**config.mk**
```make
export PLATFORM = sky130hd
export DESIGN_NAME = pi_sig_decim_flat
export DESIGN_NICKNAME = d
export VERILOG_FILES = /design/src/rtl/pi_sig_pkg.sv /design/src/rtl/pi_sig_decim_if.sv /design/src/rtl/pi_sig_scale.sv /design/src/rtl/pi_sig_decim.sv /design/src/flat_wrapper.sv
export SDC_FILE = /design/constraint.sdc
export NUM_CORES = 1
export LEC_CHECK = 0
export ABC_AREA = 1
export CAP_MARGIN = 20
export CORE_AREA = 2 2 119 121
export DETAILED_ROUTE_END_ITERATION = 7
export DIE_AREA = 0 0 121 123
export DONT_BUFFER_PORTS = 1
export HOLD_SLACK_MARGIN = 0.02
export PLACE_DENSITY = 0.54
export SYNTH_ARGS = -nofsm -noshare
export SYNTH_HDL_FRONTEND = slang
export SYNTH_SLANG_ARGS = --single-unit
```
**constraint.sdc**
```tcl
create_clock -name clk -period 2.3 [get_ports clk]
set_input_delay 0.46 -clock clk [delete_from_list [all_inputs] [get_ports clk]]
set_output_delay 0.46 -clock clk [all_outputs]
set_load 0.01 [all_outputs]
```
**src/rtl/pi_sig_pkg.sv**
```systemverilog
// Shared widths and helpers for the PI loop signal path.
package pi_sig_pkg;

  localparam int DW_DEF      = 16;
  localparam int OW_DEF      = 18;
  localparam int LOG_MAX_DEF = 7;
  localparam int ACC_W       = DW_DEF + LOG_MAX_DEF;
  localparam int WIDE_W      = 64;

  // Clamp a wide signed value into the signed range of 'width' bits.
  function automatic logic signed [WIDE_W-1:0] sat_trunc(
    input logic signed [WIDE_W-1:0] value,
    input int                       width
  );
    logic signed [WIDE_W-1:0] hi;
    logic signed [WIDE_W-1:0] lo;
    hi = (64'sd1 <<< (width - 1)) - 64'sd1;
    lo = -hi - 64'sd1;
    if (value > hi) return hi;
    if (value < lo) return lo;
    return value;
  endfunction

endpackage

```
**src/rtl/pi_sig_decim_if.sv**
```systemverilog
// Sample stream in, averaged stream out, for the PI signal decimator.
interface pi_sig_decim_if #(
  parameter int DW = 16,
  parameter int OW = 18
);
  logic signed [DW-1:0] din;
  logic                 din_valid;
  logic signed [OW-1:0] dout;
  logic                 strobe_out;
  logic                 sat;

  modport master (output din, din_valid, input dout, strobe_out, sat);
  modport slave  (input din, din_valid, output dout, strobe_out, sat);
endinterface

```
**src/rtl/pi_sig_scale.sv**
```systemverilog
// Combinational left-justify, window divide and (with PI_SIG_OFFSET_EN) offset/saturate.
module pi_sig_scale
  import pi_sig_pkg::*;
#(
  parameter int DW      = DW_DEF,
  parameter int OW      = OW_DEF,
  parameter int LOG_MAX = LOG_MAX_DEF
) (
  input  logic signed [DW+LOG_MAX-1:0] acc_final,
  input  logic        [2:0]            shift,
`ifdef PI_SIG_OFFSET_EN
  input  logic signed [OW-1:0]         offset,
  output logic                         clip,
`endif
  output logic signed [OW-1:0]         result
);

  localparam int AW = DW + LOG_MAX;

  logic signed [WIDE_W-1:0] wide;
`ifdef PI_SIG_OFFSET_EN
  logic signed [WIDE_W-1:0] avg;
  logic signed [WIDE_W-1:0] diff;
  logic signed [WIDE_W-1:0] clipped;
`endif

  always_comb begin
    wide = {{(WIDE_W-AW){acc_final[AW-1]}}, acc_final};
`ifdef PI_SIG_OFFSET_EN
    avg     = (wide <<< (OW - DW)) >>> shift;
    diff    = avg - {{(WIDE_W-OW){offset[OW-1]}}, offset};
    clipped = sat_trunc(diff, OW);
    result  = clipped[OW-1:0];
    clip    = (clipped != diff);
`else
    // The window average always fits in OW bits, so truncation is exact.
    result  = OW'((wide <<< (OW - DW)) >>> shift);
`endif
  end

endmodule

```
**src/rtl/pi_sig_decim.sv**
```systemverilog
// Decimating boxcar averager feeding the PI loop; optional offset/saturation under PI_SIG_OFFSET_EN.
module pi_sig_decim
  import pi_sig_pkg::*;
#(
  parameter int DW      = DW_DEF,
  parameter int OW      = OW_DEF,
  parameter int LOG_MAX = LOG_MAX_DEF
) (
  input  logic                 clk,
  input  logic                 rst,
  pi_sig_decim_if.slave        bus,
  input  logic [2:0]           log_dec,
  input  logic                 enable,
`ifdef PI_SIG_OFFSET_EN
  input  logic signed [OW-1:0] offset,
`endif
  input  logic                 sync
);

  localparam int AW = DW + LOG_MAX;
  localparam int CW = LOG_MAX + 1;

  logic signed [AW-1:0] acc_p0, acc_base, acc_sum, acc_nxt, din_ext;
  logic [CW-1:0]        cnt_p0, cnt_base, cnt_inc, cnt_nxt, target;
  logic [2:0]           lat_p0, l_eff, l_clamp;
  logic                 done;
  logic signed [OW-1:0] scaled, dout_p1;
  logic                 vld_p1;
`ifdef PI_SIG_OFFSET_EN
  logic                 clip, sat_p1;
`endif

  always_comb begin
    l_clamp  = (int'(log_dec) > LOG_MAX) ? 3'(LOG_MAX) : log_dec;
    // Window length is fixed at the window's first sample; sync opens a new window.
    l_eff    = (sync || cnt_p0 == '0) ? l_clamp : lat_p0;
    acc_base = sync ? '0 : acc_p0;
    cnt_base = sync ? '0 : cnt_p0;
    din_ext  = {{LOG_MAX{bus.din[DW-1]}}, bus.din};
    acc_sum  = acc_base + din_ext;
    cnt_inc  = cnt_base + CW'(1);
    target   = CW'(1) << l_eff;
    done     = enable && bus.din_valid && (cnt_inc == target);
    acc_nxt  = acc_base;
    cnt_nxt  = cnt_base;
    if (!enable || done) begin
      acc_nxt = '0;
      cnt_nxt = '0;
    end else if (bus.din_valid) begin
      acc_nxt = acc_sum;
      cnt_nxt = cnt_inc;
    end
  end

  pi_sig_scale #(.DW(DW), .OW(OW), .LOG_MAX(LOG_MAX)) u_scale (
    .acc_final (acc_sum),
    .shift     (l_eff),
`ifdef PI_SIG_OFFSET_EN
    .offset    (offset),
    .clip      (clip),
`endif
    .result    (scaled)
  );

  // p0: accumulator/counter  ->  p1: registered average and strobe
  always_ff @(posedge clk or posedge rst) begin
    if (rst) begin
      acc_p0  <= '0;
      cnt_p0  <= '0;
      lat_p0  <= '0;
      dout_p1 <= '0;
      vld_p1  <= 1'b0;
`ifdef PI_SIG_OFFSET_EN
      sat_p1  <= 1'b0;
`endif
    end else begin
      acc_p0 <= acc_nxt;
      cnt_p0 <= cnt_nxt;
      lat_p0 <= l_eff;
      vld_p1 <= done;
      if (done) dout_p1 <= scaled;
`ifdef PI_SIG_OFFSET_EN
      sat_p1 <= (sync ? 1'b0 : sat_p1) | (done & clip);
`endif
    end
  end

  assign bus.dout       = dout_p1;
  assign bus.strobe_out = vld_p1;
`ifdef PI_SIG_OFFSET_EN
  assign bus.sat        = sat_p1;
`else
  assign bus.sat        = 1'b0;
`endif

endmodule
```
**src/flat_wrapper.sv**
```systemverilog
// flat-port wrapper written by rule: the top's interface ports become plain ports
module pi_sig_decim_flat import pi_sig_pkg::*;
#(
  parameter int DW      = DW_DEF,
  parameter int OW      = OW_DEF,
  parameter int LOG_MAX = LOG_MAX_DEF
)
  (clk, rst, log_dec, enable, sync, bus_din, bus_din_valid, bus_dout, bus_strobe_out, bus_sat);
  pi_sig_decim_if #(.DW(DW), .OW(OW)) bus_i ();
  input  logic clk;
  input  logic rst;
  input  logic [2:0] log_dec;
  input  logic enable;
  input  logic sync;
  input wire logic [$bits(bus_i.din)-1:0] bus_din;
  input wire logic [$bits(bus_i.din_valid)-1:0] bus_din_valid;
  output wire logic [$bits(bus_i.dout)-1:0] bus_dout;
  output wire logic [$bits(bus_i.strobe_out)-1:0] bus_strobe_out;
  output wire logic [$bits(bus_i.sat)-1:0] bus_sat;
  assign bus_i.din = bus_din;
  assign bus_i.din_valid = bus_din_valid;
  assign bus_dout = bus_i.dout;
  assign bus_strobe_out = bus_i.strobe_out;
  assign bus_sat = bus_i.sat;
  pi_sig_decim #(.DW(DW), .OW(OW), .LOG_MAX(LOG_MAX)) u_core (.clk(clk), .rst(rst), .bus(bus_i), .log_dec(log_dec), .enable(enable), .sync(sync));
endmodule
```
==> flow_summary.ini, run 1 <==
[outcome]
status = complete, but fails checks
violations = negative setup slack

[clock_network]
cts_tree = yes
cts_hold_buffers = 0
cts_root_buf = clkbuf_16
cts_sinks = 53
numCtsBuffers = 5
h-tree-depth = 2
clockBufferDepth = 2
clock_latency_ns = 0.32
clk_pin_slew_ns = 0.08

[placed_design]
routabilityCongestion = 0.8650
dp.cells = 1108
dpl_cell_area_um2 = 5936
place_ws_ns = -0.09804
place.detailed.hpwl_um = 12200
io_buffers = 0

[final_layout]
area_growth_pct = 31.12
instances_no_fill = 1136
diodes = 0
fin_nets = 1003
fin_area_um2 = 7022
drive_above_1_share = 0.2950

[setup_path]
critPathMaxStageDelay_ns = 0.43
critical_path.top_delay_family = simple AND/OR/NAND/NOR gates
critPathBufInv = 1
slowest_stage = fa_2
regToRegSetupSlack_ns = -0.02
setup.worst_path.start_class = flop
rr_startpoint = u_core.acc_p0[0]
crit_path_start = u_core.acc_p0[0]
cp.required_ns = 2.50
crit_chain = inv_2, nor2_4, ha_4, fa_2, nand3_4, nand3_4, nand2_2, nand2_4, nand2_4, nand3b_1, nand3_2, nand3_2, nand3_2, nand2_1, nand2_1, nand2_1
cp.arrival_ns = 2.53
crit_type = flop to flop
path_max_fanout = 3
endpoint_kind = flop

[logic_synthesis]
syn_nets = 946
syn_area_um2 = 5355
yosysSeqAreaShare = 0.2477
synth_warnings = 0
synth.distinct_cells = 38
ys_ff_latch = 53
avgSynthCellArea_um2 = 5.963
syn_inst = 898

[global_routing]
antenna_found_initial = 0
grt_max_degree = 38
grt_pass1_vias = 5244
grt_first_pass_wirelength_um = 25850
globalRouteOverflowTotal = 0
track_usage = 0.2224

[power_and_ir_drop]
power_frac_clock = 0.239
internal_power_mw = 2.274
p_leak_nw = 3.722
sequentialPowerShare = 0.330
vdd_drop_max_v = 0.0003480
p_sw_frac = 0.4065
p_sw_mw = 1.558
power_density_nw_per_um2 = 545.8
power_mw = 3.832
combPwrFrac = 0.431

[timing]
fin_ws_ns = -0.02253
hold_viol_final = 0
rsz0062_at_grt = yes
setup_viol = 8
fin_setup_tns_ns = -0.07008
min_period_ns = 2.323
fin_crit_sh = 1.010
finalMaxSlewViolations = 0
fin_skew_ns = 0.008240
clock.fmax_mhz = 430.6

[floorplanning]
coreArea_um2 = 13610
start_util = 0.3934
row_count = 43
dieArea_um2 = 14880
die_y_um = 123
die_x_um = 121
io_pins = 44

[detailed_routing]
antenna_left = 0
drt_iter0_markers = 345
dr_total_vias = 5568
wire_per_inst_um = 15.21
vias_per_cell = 4.901
drc = 0
drtPass1Iterations = 5
routed_wirelength_um = 17280

[min_path]
hp-class = input port to async pin

[run]
maxCapViolations = 0
[synthesized netlist by cell type, drive strengths merged]
| cell type | number | area share |
|---|---|---|
| fa | 1 | 0.0037 |
| nand4 | 10 | 0.014 |
| or2 | 3 | 0.0035 |
| ha | 23 | 0.054 |
| a21o | 1 | 0.0014 |
| nor3 | 6 | 0.0077 |
| dfrtp | 53 | 0.25 |
| o21ai | 29 | 0.027 |
| clkbuf | 12 | 0.0084 |
| inv | 139 | 0.098 |
| nand3b | 11 | 0.015 |
| nor2 | 101 | 0.082 |
| and2 | 1 | 0.0012 |
| nand2 | 334 | 0.25 |
| xor2 | 9 | 0.015 |
| buf | 18 | 0.027 |
| conb | 1 | 0.00070 |
| nand3 | 127 | 0.12 |
| o211ai | 2 | 0.0028 |
| clkinv | 2 | 0.0016 |
| a21oi | 12 | 0.011 |
| a31oi | 3 | 0.0035 |
[final timing paths]
kind | endpoint | cells after the start
max | u_core.bus.dout[16] | 16
min | u_core.cnt_p0[3] | 1
max reg2reg | u_core.bus.dout[16] | 16
min reg2reg | u_core.bus.dout[11] | 2
max in group asynchronous | u_core.acc_p0[8] | 2
min in group clk | u_core.acc_p0[1] | 3
[what timing repair did]
action | 4_1_cts | 5_1_grt
gates resized for setup | 4 | 167
pin swaps | 5 | 67
setup endpoints to repair | 17 | 49
endpoints found under the hold margin | 0 | 0
buffers inserted | 1 | 17
cloned | 0 | 3
[layout by cell type, fill, tap and decap left out, types with 10 or more instances in the layout]
master / instances
nand2_4: 12
nor2_2: 17
ha_4: 11
nor2_1: 68
nand3_2: 42
nand2_2: 50
nand3b_1: 11
buf_4: 72
ha_1: 10
nand3_1: 79
o21ai_0: 27
dfrtp_1: 53
nor2_4: 16
nand2_1: 268
inv_2: 14
inv_1: 124
[logic make-up after synthesis]
logic type,count (synthesis),synth area share
fa+ha+maj,24,0.05748
flops,53,0.2477
compound gates,47,0.04603
xor+xnor,9,0.01472
buf+inv,171,0.1350
other cells,1,0.0007003
simple gates,593,0.4984
[cell type report]
| class | count | area, um^2 |
|---|---|---|
| fillers | 1430 | 6590 |
| clock buffers | 5 | 125.1 |
| well taps | 180 | 225.2 |
| repair buffers | 80 | 688.2 |
| inverters | 141 | 533.0 |
| flip-flops and latches | 53 | 1326 |
| clock inverters | 3 | 43.79 |
| multi-input cells | 674 | 4080 |
[state kept, by name (all words and copies together) (netlist names)]
| signal | flops |
|---|---|
| u_core.acc_p0 | 23 |
| u_core.bus.dout | 18 |
| u_core.bus.strobe_out | 1 |
| u_core.cnt_p0 | 8 |
| u_core.lat_p0 | 3 |
[power by group through the flow]
stage                     registers (mW)  clock network [mW]  logic (mW)
final                               1.26               0.916        1.65
after global routing                1.28               0.966        1.84
after CTS                           1.27               0.939        1.36
after detailed placement            1.28                   0        1.35
after global placement              1.28                   0        1.34
after floorplan                     1.25                   0        1.01
[worst reg2reg max path: cells and delay by family, from the launching register on]
family	cells	cell delay, ns
and+or+nand+nor	13	1.19
adders and majority gates	2	0.58
DFF	1	0.38
buffers and inverters	1	0.06
[stage by stage]
stage / utilization / hold slack (ns)
global placement: 0.4361 / 0.3645
CTS: 0.4499 / 0.03121
global route: 0.5159 / 0.04195
floorplan: - / 0.5154
detailed placement: 0.4361 / 0.3650
finish: 0.5159 / 0.01654
[per-layer routing]
layer | wire length (um) | track usage
met3 | 589 | 0.03183
met2 | 8694 | 0.3964
met4 | 403 | 0.06468
met5 | 0 | 0
met1 | 7588 | 0.2792
(Power assumes the default switching activity.)
==> run 2, diff against run 1 <==
--- a/config.mk
+++ b/config.mk
@@ -6,7 +6,7 @@
 export NUM_CORES = 1
 export LEC_CHECK = 0
 export ABC_AREA = 1
-export CAP_MARGIN = 20
+export CAP_MARGIN = 15
 export CORE_AREA = 2 2 119 121
 export DETAILED_ROUTE_END_ITERATION = 7
 export DIE_AREA = 0 0 121 123
@@ -16,3 +16,4 @@
 export SYNTH_ARGS = -nofsm -noshare
 export SYNTH_HDL_FRONTEND = slang
 export SYNTH_SLANG_ARGS = --single-unit
+export TNS_END_PERCENT = 5
==> run 2 against run 1 <==
Compared with the run above: cell count down 0.26%; register-to-register slack improved by 0.05 ns; combinational power shrank 3%; critical path type unchanged; maximum frequency grew 2.0%; the flow now finishes without violations; clock power shrank 6.6%; critical path depth is the same; non-clock buffer count fell by 3; sequential cell count did not move.
==> flow_summary.ini, run 2 (synthesis gave the netlist of run 1 again) <==
[power_and_ir_drop]
power_mw = 3.712
sequentialPowerShare = 0.340
p_sw_frac = 0.4225
p_leak_nw = 3.689
power_frac_clock = 0.231
vdd_drop_max_v = 0.0003901
p_sw_mw = 1.569
power_density_nw_per_um2 = 543.2
internal_power_mw = 2.144
combPwrFrac = 0.430

[clock_network]
cts_root_buf = clkbuf_16
clk_pin_slew_ns = 0.09
cts_tree = yes
cts_sinks = 53
h-tree-depth = 2
cts_hold_buffers = 0
clock_latency_ns = 0.32
numCtsBuffers = 5
clockBufferDepth = 2

[setup_path]
critPathBufInv = 2
critical_path.top_delay_family = simple AND/OR/NAND/NOR gates
crit_chain = inv_2, nor2_4, ha_4, fa_2, nand3_4, nand3_4, nand2_2, nand2_4, xor2_1, buf_4, nand2_2, nand3_2, nand3_2, nand2_1, nand2_1, nand2_1
cp.required_ns = 2.51
setup.worst_path.start_class = flop
endpoint_kind = flop
slowest_stage = fa_2
path_max_fanout = 3
critPathMaxStageDelay_ns = 0.43
crit_type = flop to flop
cp.arrival_ns = 2.49
cp_common_cell = nand2_1

[final_layout]
fillers = 1431
drive_above_1_share = 0.2917
largest_register = u_core.acc_p0
fin_area_um2 = 6834
final_common_cell = nand2_1
largest_reg_flops = 23
layout_common_cells = nand2_1, inv_1, nor2_1, buf_4, nand3_1
fin_util = 0.5021
area_growth_pct = 27.62
diodes = 0
multi_input_area_um2 = 3973
fin_nets = 1000
seqCellArea_um2 = 1326

[floorplanning]
die_y_um = 123
start_util = 0.3934
io_pins = 44
dieArea_um2 = 14880
die_x_um = 121
row_count = 43
coreArea_um2 = 13610

[global_routing]
grt_first_pass_wirelength_um = 25680
antenna_found_initial = 0
grt_max_degree = 38
grt_pass1_vias = 5137
globalRouteOverflowTotal = 0
track_usage = 0.2209

[min_path]
hp-class = input port to async pin

[detailed_routing]
drc = 0
routed_wirelength_um = 16430
antenna_left = 0
drt_iter0_markers = 325
vias_per_cell = 4.861
dr_total_vias = 5508
wire_per_inst_um = 14.50
drtPass1Iterations = 5

[timing]
holdWs_ns = 0.03877
min_period_ns = 2.276
hold_viol_final = 0
fin_crit_sh = 0.9897
clock.fmax_mhz = 439.3
finalMaxSlewViolations = 0
rsz0062_at_grt = yes
fin_skew_ns = 0.01039
setup_viol = 0

[run]
maxCapViolations = 0

[placed_design]
place.detailed.hpwl_um = 12110
io_buffers = 0
dpl_cell_area_um2 = 5908
routabilityCongestion = 0.8820

[outcome]
status = complete, no violations
-- run 2: power groups by stage --
stage | clock network (mW) | logic (mW) | registers [mW]
4_1_cts | 0.885 | 1.35 | 1.27
3_3_place_gp | 0 | 1.33 | 1.29
6_report | 0.856 | 1.60 | 1.26
2_1_floorplan | 0 | 1.01 | 1.25
3_5_place_dp | 0 | 1.34 | 1.28
5_1_grt | 0.907 | 1.79 | 1.28
-- run 2: path summary, 6_finish.rpt --
check | endpoint | startpoint | slack (ns) | cells past startpoint
worst max-delay path | u_core.bus.dout[8] | u_core.acc_p0[0] | 0.02 | 16
worst min-delay path | u_core.acc_p0[13] | rst | 0.04 | 1
worst max register to register | u_core.bus.dout[8] | u_core.acc_p0[0] | 0.02 | 16
worst min register to register | u_core.bus.dout[2] | u_core.bus.dout[2] | 0.56 | 2
max in group asynchronous | u_core.acc_p0[1] | rst | 1.70 | 2
min in group clk | u_core.cnt_p0[1] | bus_din_valid | 0.32 | 3
-- run 2: timing repair --
item | CTS | global route
resized for setup | 1 | 151
pin swaps | 1 | 80
setup endpoints to repair | 7 | 47
buffers inserted | 0 | 20
-- run 2: layer usage --
layer | part of all wire | GRT usage | vias to the layer above
met5 | 0 | 0 | -
met4 | 0.019 | 0.06250 | 0
met3 | 0.034 | 0.03828 | 24
met2 | 0.50 | 0.3922 | 77
met1 | 0.44 | 0.2751 | 2518
li1 | - | - | 2889
-- run 2: final cells by class --
cell class	count	area share
Multi-Input combinational cell	674	0.5813
Inverter	141	0.07799
Sequential cell	53	0.1941
Clock buffer	5	0.01831
Clock inverter	3	0.004211
Timing Repair Buffer	77	0.09118
Tap cell	180	0.03295
-- run 2: metrics by stage --
stage               instances  TNS (ns)  setup slack [ns]
floorplan                 898  -0.08928          -0.01221
global placement         1105   -0.2724          -0.03240
detailed placement       1105   -0.1869          -0.03916
CTS                      1113         0           0.01629
global route             1133    -3.132           -0.1137
finish                   1133         0           0.02358
